===== src/rtl/bcd_stopwatch_ctrl_pkg.sv =====
// bcd_stopwatch_ctrl_pkg: shared state encoding and BCD limits for the stopwatch controller
package bcd_stopwatch_ctrl_pkg;
  typedef enum logic [1:0] {
    IDLE  = 2'd0,
    RUN   = 2'd1,
    PAUSE = 2'd2,
    LAP   = 2'd3
  } state_t;
  localparam logic [3:0] BCD_MAX = 4'd9;
endpackage


===== src/rtl/bcd_stopwatch_ctrl_if.sv =====
// bcd_stopwatch_ctrl_if: button requests in, live/display count and status out
interface bcd_stopwatch_ctrl_if #(parameter int NDIG = 2);
  logic btn_ss;
  logic btn_lap;
  logic btn_rst;
  logic [4*NDIG-1:0] count;
  logic [4*NDIG-1:0] disp;
  logic running;
  logic lap_active;
  logic ovf;
  modport master (
    output btn_ss, btn_lap, btn_rst,
    input  count, disp, running, lap_active, ovf
  );
  modport slave (
    input  btn_ss, btn_lap, btn_rst,
    output count, disp, running, lap_active, ovf
  );
endinterface


===== src/rtl/bcd_stopwatch_ctrl_digit.sv =====
// bcd_digit: one synchronous mod-10 counter stage with terminal-count output
module bcd_digit
  import bcd_stopwatch_ctrl_pkg::*;
(
  input  logic       clk,
  input  logic       clear,
  input  logic       zero,
  input  logic       en,
  output logic [3:0] q,
  output logic       tc
);
  // An out-of-range value counts as terminal, so the next tick forces 0 and carries.
  assign tc = q >= BCD_MAX;
  always_ff @(posedge clk or negedge clear)
    if (!clear) q <= '0;
    else q <= zero ? '0 : !en ? q : tc ? '0 : q + 4'd1;
endmodule


===== src/rtl/bcd_stopwatch_ctrl.sv =====
// bcd_stopwatch_ctrl: run/stop/lap FSM, tick prescaler, BCD digit chain and lap display freeze
module bcd_stopwatch_ctrl
  import bcd_stopwatch_ctrl_pkg::*;
#(
  parameter int NDIG = 2,
  parameter int DIV  = 4
) (
  input  logic clk,
  input  logic clear,
  bcd_stopwatch_ctrl_if.slave sw
);
  localparam int PW = $clog2(DIV);
  state_t state, nstate;
  logic [PW-1:0] presc;
  logic [NDIG:0] carry;
  logic [NDIG-1:0] tc;
  logic [4*NDIG-1:0] count, lap_q;
  logic lap_valid, ovf, tick, active, zero;
  assign active = (state == RUN) || (state == LAP);
  assign tick   = active && (presc == PW'(DIV - 1));
  assign zero   = (state == PAUSE) && !sw.btn_ss && sw.btn_rst;
  always_ff @(posedge clk or negedge clear)
    if (!clear) state <= IDLE;
    else state <= nstate;
  always_comb begin
    nstate = state;
    case (state)
      IDLE:  nstate = sw.btn_ss ? RUN : IDLE;
      RUN:   nstate = sw.btn_ss ? PAUSE : sw.btn_lap ? LAP : RUN;
      LAP:   nstate = sw.btn_ss ? PAUSE : sw.btn_lap ? RUN : LAP;
      PAUSE: nstate = sw.btn_ss ? RUN : sw.btn_rst ? IDLE : PAUSE;
    endcase
  end
  always_comb begin
    carry[0] = tick;
    for (int k = 0; k < NDIG; k++) carry[k+1] = carry[k] & tc[k];
  end
  for (genvar i = 0; i < NDIG; i++) begin : g_dig
    bcd_digit u_dig (
      .clk   (clk),
      .clear (clear),
      .zero  (zero),
      .en    (carry[i]),
      .q     (count[4*i +: 4]),
      .tc    (tc[i])
    );
  end
  // During the first LAP cycle the live count is the frozen value; it is copied into lap_q
  // on the following edge, so no separate next-count logic is needed.
  always_ff @(posedge clk or negedge clear)
    if (!clear) begin
      presc     <= '0;
      ovf       <= 1'b0;
      lap_q     <= '0;
      lap_valid <= 1'b0;
    end else begin
      presc     <= (state == IDLE || zero || tick) ? '0 : active ? presc + 1'b1 : presc;
      ovf       <= zero ? 1'b0 : ovf | carry[NDIG];
      lap_valid <= (state == LAP) && (nstate == LAP);
      if (state == LAP && !lap_valid) lap_q <= count;
    end
  always_comb begin
    sw.count      = count;
    sw.disp       = (state == LAP && lap_valid) ? lap_q : count;
    sw.running    = active;
    sw.lap_active = state == LAP;
    sw.ovf        = ovf;
  end
endmodule

===== src/flat_wrapper.sv =====
// flat-port wrapper written by rule: the top's interface ports become plain ports
module bcd_stopwatch_ctrl_flat import bcd_stopwatch_ctrl_pkg::*;
#(
  parameter int NDIG = 2,
  parameter int DIV  = 4
)
  (clk, clear, sw_btn_ss, sw_btn_lap, sw_btn_rst, sw_count, sw_disp, sw_running, sw_lap_active, sw_ovf);
  bcd_stopwatch_ctrl_if #(.NDIG(NDIG)) sw_i ();
  input  logic clk;
  input  logic clear;
  input wire logic [$bits(sw_i.btn_ss)-1:0] sw_btn_ss;
  input wire logic [$bits(sw_i.btn_lap)-1:0] sw_btn_lap;
  input wire logic [$bits(sw_i.btn_rst)-1:0] sw_btn_rst;
  output wire logic [$bits(sw_i.count)-1:0] sw_count;
  output wire logic [$bits(sw_i.disp)-1:0] sw_disp;
  output wire logic [$bits(sw_i.running)-1:0] sw_running;
  output wire logic [$bits(sw_i.lap_active)-1:0] sw_lap_active;
  output wire logic [$bits(sw_i.ovf)-1:0] sw_ovf;
  assign sw_i.btn_ss = sw_btn_ss;
  assign sw_i.btn_lap = sw_btn_lap;
  assign sw_i.btn_rst = sw_btn_rst;
  assign sw_count = sw_i.count;
  assign sw_disp = sw_i.disp;
  assign sw_running = sw_i.running;
  assign sw_lap_active = sw_i.lap_active;
  assign sw_ovf = sw_i.ovf;
  bcd_stopwatch_ctrl #(.NDIG(NDIG), .DIV(DIV)) u_core (.clk(clk), .clear(clear), .sw(sw_i));
endmodule

===== config.mk =====
export PLATFORM = sky130hd
export DESIGN_NAME = bcd_stopwatch_ctrl_flat
export DESIGN_NICKNAME = d
export VERILOG_FILES = /design/src/rtl/bcd_stopwatch_ctrl_pkg.sv /design/src/rtl/bcd_stopwatch_ctrl_if.sv /design/src/rtl/bcd_stopwatch_ctrl_digit.sv /design/src/rtl/bcd_stopwatch_ctrl.sv /design/src/flat_wrapper.sv
export SDC_FILE = /design/constraint.sdc
export NUM_CORES = 1
export LEC_CHECK = 0
export ABC_AREA = 1
export CAP_MARGIN = 25
export CORE_ASPECT_RATIO = 1.4
export CORE_UTILIZATION = 35
export CTS_BUF_LIST = sky130_fd_sc_hd__clkbuf_8
export DETAILED_ROUTE_END_ITERATION = 7
export PLACE_DENSITY = 0.6
export SYNTH_ARGS = -nofsm -noshare
export SYNTH_HDL_FRONTEND = slang
export SYNTH_SLANG_ARGS = --single-unit

===== constraint.sdc =====
create_clock -name clk -period 1.5 [get_ports clk]
set_input_delay 0.3 -clock clk [delete_from_list [all_inputs] [get_ports clk]]
set_output_delay 0.3 -clock clk [all_outputs]
set_load 0.05 [all_outputs]

==> impl_metrics.csv, run 1 <==
group,metric,value,unit
sta,min_period,1.73,ns
clocking,insertion_delay,0.26,ns
routing,wire_per_inst,11.8,um
clocking,root_buffer,"clkbuf_8",
clocking,cts_buffer_depth,2,
floorplan,die_h,72.4,um
yosys,synthesis.area,1240,um2
yosys,avgSynthCellArea,8.32,um2
global_route,grt-ovfl-total,0,
yosys,async_flop_share,100,%
sta,report.final.slew_viol_count,0,
yosys,ys_warn_count,0,
routing,post-route-drc-count,0,
clocking,cts.sinks,22,
sta,holdWs,0.378,ns
placement,dp_slack,-0.0253,ns
floorplan,die_area,3790,um2
final_layout,layout.nets,204,
routing,drtIter0Drc,18,
floorplan,dieWidth,52.3,um
power_and_ir_drop,cellLeakagePower,0.959,nW
final_layout,fillCellCount,291,
routing,vias_per_cell,4.82,
routing,dr_total_vias,1114,
routing,dr.pass1.iters,4,
sta,fin_crit_sh,115,%
critical_path,r2r_start,"u_core.g_dig[1].u_dig.q[0]",
yosys,synth_flop_cell,"dfrtp_1",
yosys,synth-edff-count,0,
yosys,synth_cell_type_count,18,
clocking,cts_tree,"yes",
sta,worst_slew_pin_slew,0.281,ns
global_route,grt_first_pass_wirelength,4.60,mm
sta,setup_viol,8,
critical_path,setup.worst_path.class,"reg2out",
sta,hold_viol,0,
status,violations,"setup timing",
sta,worst_slack,-0.231,ns
placement,place_hpwl,2.15,mm
yosys,syn_inst,149,
critical_path,cp-startpoint,"u_core.state[1]",
yosys,synth-seq-cells,22,
placement,port_buffers,23,
sta,relSlewSlack,81.3,%
final_layout,final_cells,231,
critical_path,cp-end-kind,"primary output",
run,drv_cap,0,
final_layout,drive_above_1_share,39.8,%
final_layout,diodes,0,
power_and_ir_drop,total_power,3.10,mW
final_layout,synthToLayoutAreaGrowth,62.9,%
routing,postRouteAntennaNets,0,
sta,skew,0.00791,ns
floorplan,io_pins,24,
sta,grt_setup_unrepaired,"true",
status,run_status,"finished with violations",
critical_path,required,1.20,ns
placement,finalWeightedCongestion,0.848,
hold_path,hold_class,"in2async",
global_route,grt_max_degree,23,
global_route,grt_pass1_vias,1071,
clocking,htreeDepth,1,
global_route,antenna_found_initial,0,
clocking,cts.reportedPaths.clkPinSlew,0.08,ns
global_route,grtUsageTotal,16.1,%
floorplan,rows,25,
placement,placedCellCount,223,
floorplan,coreArea,3380,um2
power_and_ir_drop,ir_worst_vdd,1.32,mV
routing,wl,2.73,mm
critical_path,critPathMaxFanout,14,
critical_path,worst_ep_arrival_time,1.43,ns
power_and_ir_drop,power.density,1530,nW/um2
yosys,synth_fp_nets,161,
sta,max_freq,0.578,GHz
floorplan,initial_utilization,36.7,%
clocking,cts_buffers,3,
yosys,ys_seq_area_share,44.4,%
critical_path,startpoint_type,"flop",
==> logic make-up (layout without fill, tap and decap cells) <==
| group | after synthesis | after routing | synth area share, % |
|---|---|---|---|
| flip-flops | 22 | 22 | 44.4 |
| adder cells (fa/ha/maj) | 7 | 7 | 7.06 |
| buffers and inverters | 23 | 65 | 10.5 |
| XOR/XNOR | 3 | 3 | 2.12 |
| AO/OA/AOI/OAI | 23 | 23 | 11.7 |
| AND/OR/NAND/NOR | 71 | 71 | 24.2 |
==> where the power goes <==
group | leakage [nW] | switching [mW] | internal, mW
Sequential | 0.290 | 0.147 | 0.735
Combinational | 0.641 | 0.978 | 0.824
Clock | 0.0288 | 0.182 | 0.234
==> metrics by stage <==
step                      setup TNS, ns  utilization, %  instance area, um2
final                             -1.71            59.8                2020
after global routing              -2.19            59.8                2020
after CTS                         -1.82            58.8                1990
after detailed placement        -0.0980            56.6                1910
after global placement                0            56.6                1910
after floorplan                   -1.89               -                1380
==> sequential cells by signal, indices dropped and copies added, names as in the netlist <==
register and cells:
u_core.g_dig.u_dig.q 8, u_core.lap_q 8, u_core.presc 2, u_core.state 2, u_core.lap_valid 1, u_core.sw.ovf 1
==> cell usage after synthesis (3+ instances only) <==
master	count	share of area (%)
a21oi_1	10	4.0
dfrtp_1	22	44
ha_1	7	7.1
inv_1	17	5.1
nand2_1	35	11
nand2_2	3	1.5
nand3_1	11	4.4
nand4_1	3	1.5
nor2_1	16	4.8
o21ai_0	5	2.0
o21ai_2	8	5.7
xor2_1	3	2.1
==> per-layer routing <==
| metal | global-route usage [%] | part of all wire (%) | vias up | wire length, um |
|---|---|---|---|---|
| met2 | 29.1 | 54 | 17 | 1490 |
| met1 | 19.1 | 42 | 532 | 1150 |
| met4 | 5.26 | 1.2 | 0 | 34 |
| met5 | 0 | 0 | - | 0 |
| met3 | 1.89 | 2.3 | 4 | 63 |
| li1 | - | - | 561 | - |
==> final timing paths <==
kind                                                    to  slack [ns]  cells past startpoint
max in group asynchronous       u_core.g_dig[0].u_dig.q[0]        0.87                      2
worst max-delay path                            sw_disp[4]       -0.23                      6
worst min-delay path            u_core.g_dig[1].u_dig.q[0]        0.38                      2
min in group clk                           u_core.presc[1]        0.49                      2
worst min register to register             u_core.presc[1]        0.49                      2
worst max register to register  u_core.g_dig[1].u_dig.q[0]        0.11                      8
==> cell type report <==
cell class,count,area (um2),area share [%]
Inverter,17,71.3,3.53
Tap cell,40,50.0,2.48
Timing Repair Buffer,44,594,29.4
Sequential cell,22,556,27.5
Clock buffer,4,55.1,2.73
Multi-Input combinational cell,104,693,34.3
==> placed cells by master (no fill, tap or decap) <==
master / synthesis / final
nand2_1: 35 / 34
buf_12: 1 / 20
buf_4: 2 / 19
dfrtp_1: 22 / 18
inv_1: 17 / 13
nor2_1: 16 / 13
nand3_1: 11 / 10
a21oi_4: 0 / 8
o21ai_2: 8 / 8
ha_1: 7 / 7
o21ai_0: 5 / 5
clkbuf_8: 0 / 4
clkdlybuf4s50_1: 0 / 4
dfrtp_2: 0 / 4
xor2_1: 3 / 3
nand4_1: 3 / 3
inv_2: 0 / 2
clkinvlp_4: 0 / 2
nor2_4: 0 / 2
nor3_1: 2 / 2
nand2_2: 3 / 2
a21oi_1: 10 / 2
nand2_4: 0 / 1
nand2_8: 0 / 1
nand3_2: 0 / 1
nor2_2: 0 / 1
or2_1: 1 / 1
buf_6: 2 / 1
==> timing repair <==
action / 4_1_cts / 5_1_grt
setup buffers: 1 / 3
setup endpoints to repair: 8 / 13
pin swaps: 2 / 0
gates resized for setup: 2 / 3
hold buffers: 0 / 0
==> worst max-delay path, cell delays in order (launching register included) <==
cell        delay [ns]
dfrtp_1           0.42
nand2_4           0.10
clkinvlp_4        0.13
nand2_8           0.14
nor2_1            0.09
a21oi_4           0.14
buf_12            0.15
Power figures use the tool's default switching activity.
==> inputs of run 2 (changes only) <==
- CORE_ASPECT_RATIO: 1.4 -> 0.75
==> impl_metrics.csv, run 2 (synthesis gave the netlist of run 1 again) <==
group,metric,value,unit
sta,setup_viol,9,
hold_path,hold_class,"in2async",
floorplan,coreArea,3330,um2
final_layout,final_cell_mix,"32 x nand2_1, 22 x buf_4, 21 x buf_12",
placement,finalWeightedCongestion,0.760,
clocking,cts_buffers,3,
final_layout,synthToLayoutAreaGrowth,68.9,%
clocking,cts_buffer_depth,2,
sta,grt_setup_unrepaired,"true",
global_route,grtUsageTotal,17.4,%
final_layout,diodes,0,
routing,drtIter0Drc,31,
sta,report.final.slew_viol_count,0,
critical_path,required,1.20,ns
clocking,cts_tree,"yes",
floorplan,rows,18,
final_layout,final_common_cell,"nand2_1",
sta,max_freq,0.566,GHz
routing,dr.pass1.iters,5,
power_and_ir_drop,power.density,1510,nW/um2
status,run_status,"finished with violations",
floorplan,io_pins,24,
global_route,grt.busiest_layer,"met2",
routing,vias_per_cell,4.89,
global_route,gr-usage-met3,4.68,%
global_route,antenna_found_initial,0,
floorplan,die_h,53.5,um
critical_path,worst_ep_arrival_time,1.47,ns
sta,worst_slew_pin_slew,0.300,ns
critical_path,critPathMaxFanout,14,
clocking,insertion_delay,0.27,ns
critical_path,r2r_cells,9,
power_and_ir_drop,cellLeakagePower,0.994,nW
critical_path,rrSetupSlack,0.05,ns
run,drv_cap,0,
sta,fin_crit_sh,118,%
clocking,htreeDepth,1,
sta,min_period,1.77,ns
final_layout,reg.largest.list,"u_core.g_dig.u_dig.q x8, u_core.lap_q x8",
status,violations,"setup timing",
clocking,cts.reportedPaths.clkPinSlew,0.08,ns
critical_path,r2r_end,"u_core.g_dig[1].u_dig.q[0]",
sta,worst_slack,-0.268,ns
floorplan,dieWidth,70.7,um
critical_path,r2r_start,"u_core.g_dig[1].u_dig.q[0]",
placement,port_buffers,23,
placement,place_hpwl,2.22,mm
sta,hold_viol,0,
routing,dr_total_vias,1154,
sta,relSlewSlack,80.0,%
global_route,grt_max_degree,23,
routing,wl,3.02,mm
final_layout,final_cells,236,
global_route,grt_pass1_vias,1090,
final_layout,finalCoreUtilization,62.8,%
final_layout,drive_above_1_share,42.9,%
sta,finalSetupTns,-2.23,ns
clocking,root_buffer,"clkbuf_8",
global_route,grt_first_pass_wirelength,4.94,mm
critical_path,cp-end-kind,"primary output",
placement,placedCellCount,224,
sta,skew,0.00777,ns
critical_path,cp-startpoint,"u_core.state[0]",
global_route,grt-ovfl-total,0,
critical_path,setup.worst_path.class,"reg2out",
final_layout,fillCellCount,262,
global_route,grt_util_met2,28.4,%
final_layout,layout.nets,209,
global_route,grt_use_met1,23.3,%
routing,post-route-drc-count,0,
power_and_ir_drop,ir_worst_vdd,1.13,mV
clocking,cts.sinks,22,
routing,wire_per_inst,12.8,um
floorplan,initial_utilization,37.2,%
routing,postRouteAntennaNets,0,
floorplan,die_area,3790,um2
critical_path,startpoint_type,"flop",
[run 2: routing by layer]
metal / wire length (um) / vias to the layer above
li1: - / 569
met1: 1470 / 537
met2: 1350 / 38
met3: 153 / 10
met4: 48 / 0
met5: 0 / -
[run 2: worst max-delay path: stages (launching register included)]
cell        delay (ns)
dfrtp_1           0.41
nand2_4           0.08
clkinvlp_4        0.11
nand2_8           0.11
buf_4             0.17
a21oi_4           0.16
buf_12            0.15
[run 2: worst max-delay path by stage]
stage / cells after the start / endpoint / slack [ns]
after floorplan: 7 / sw_disp[5] / -0.34
after global placement: 7 / u_core.g_dig[1].u_dig.q[2] / 0.008
after detailed placement: 8 / u_core.g_dig[1].u_dig.q[0] / -0.08
after CTS: 6 / sw_disp[3] / -0.26
after global routing: 6 / sw_disp[7] / -0.35
final: 6 / sw_disp[3] / -0.27
[run 2: what timing repair did]
item                                    CTS  global route
pin swaps                                 3             1
resized for setup                         3             8
hold buffers                              0             0
setup buffers                             1             7
endpoints found under the setup margin    8            15
[run 2: final cells by class]
cell class	count	area [um2]	area share, %
clock buffers	4	55.1	2.63
inverters	17	71.3	3.41
multi-input cells	104	714	34.1
flip-flops and latches	22	556	26.5
well taps	40	50.0	2.39
repair buffers	49	648	30.9
[run 2: through the flow]
stage | setup WS [ns] | power (mW) | instance area, um2 | hold WS [ns]
after floorplan | -0.343 | 1.94 | 1380 | 0.00441
after CTS | -0.262 | 3.12 | 2000 | 0.397
after detailed placement | -0.0792 | 2.66 | 1920 | 0.469
after global routing | -0.348 | 3.34 | 2090 | 0.417
final | -0.268 | 3.16 | 2090 | 0.383
after global placement | 0.00831 | 2.62 | 1920 | 0.465
[run 2: power breakdown]
group	total (mW)	internal, mW	switching, mW	leakage [nW]
clock network	0.433	0.234	0.199	0.0288
registers	0.885	0.735	0.150	0.290
logic	1.84	0.845	0.993	0.676
total	3.16	1.81	1.34	0.994
==> inputs of run 3 (changes only) <==
- PLACE_DENSITY: 0.6 -> unset
==> results of run 3 <==
The final DEF is identical to that of run 2; final timing and power are the same.
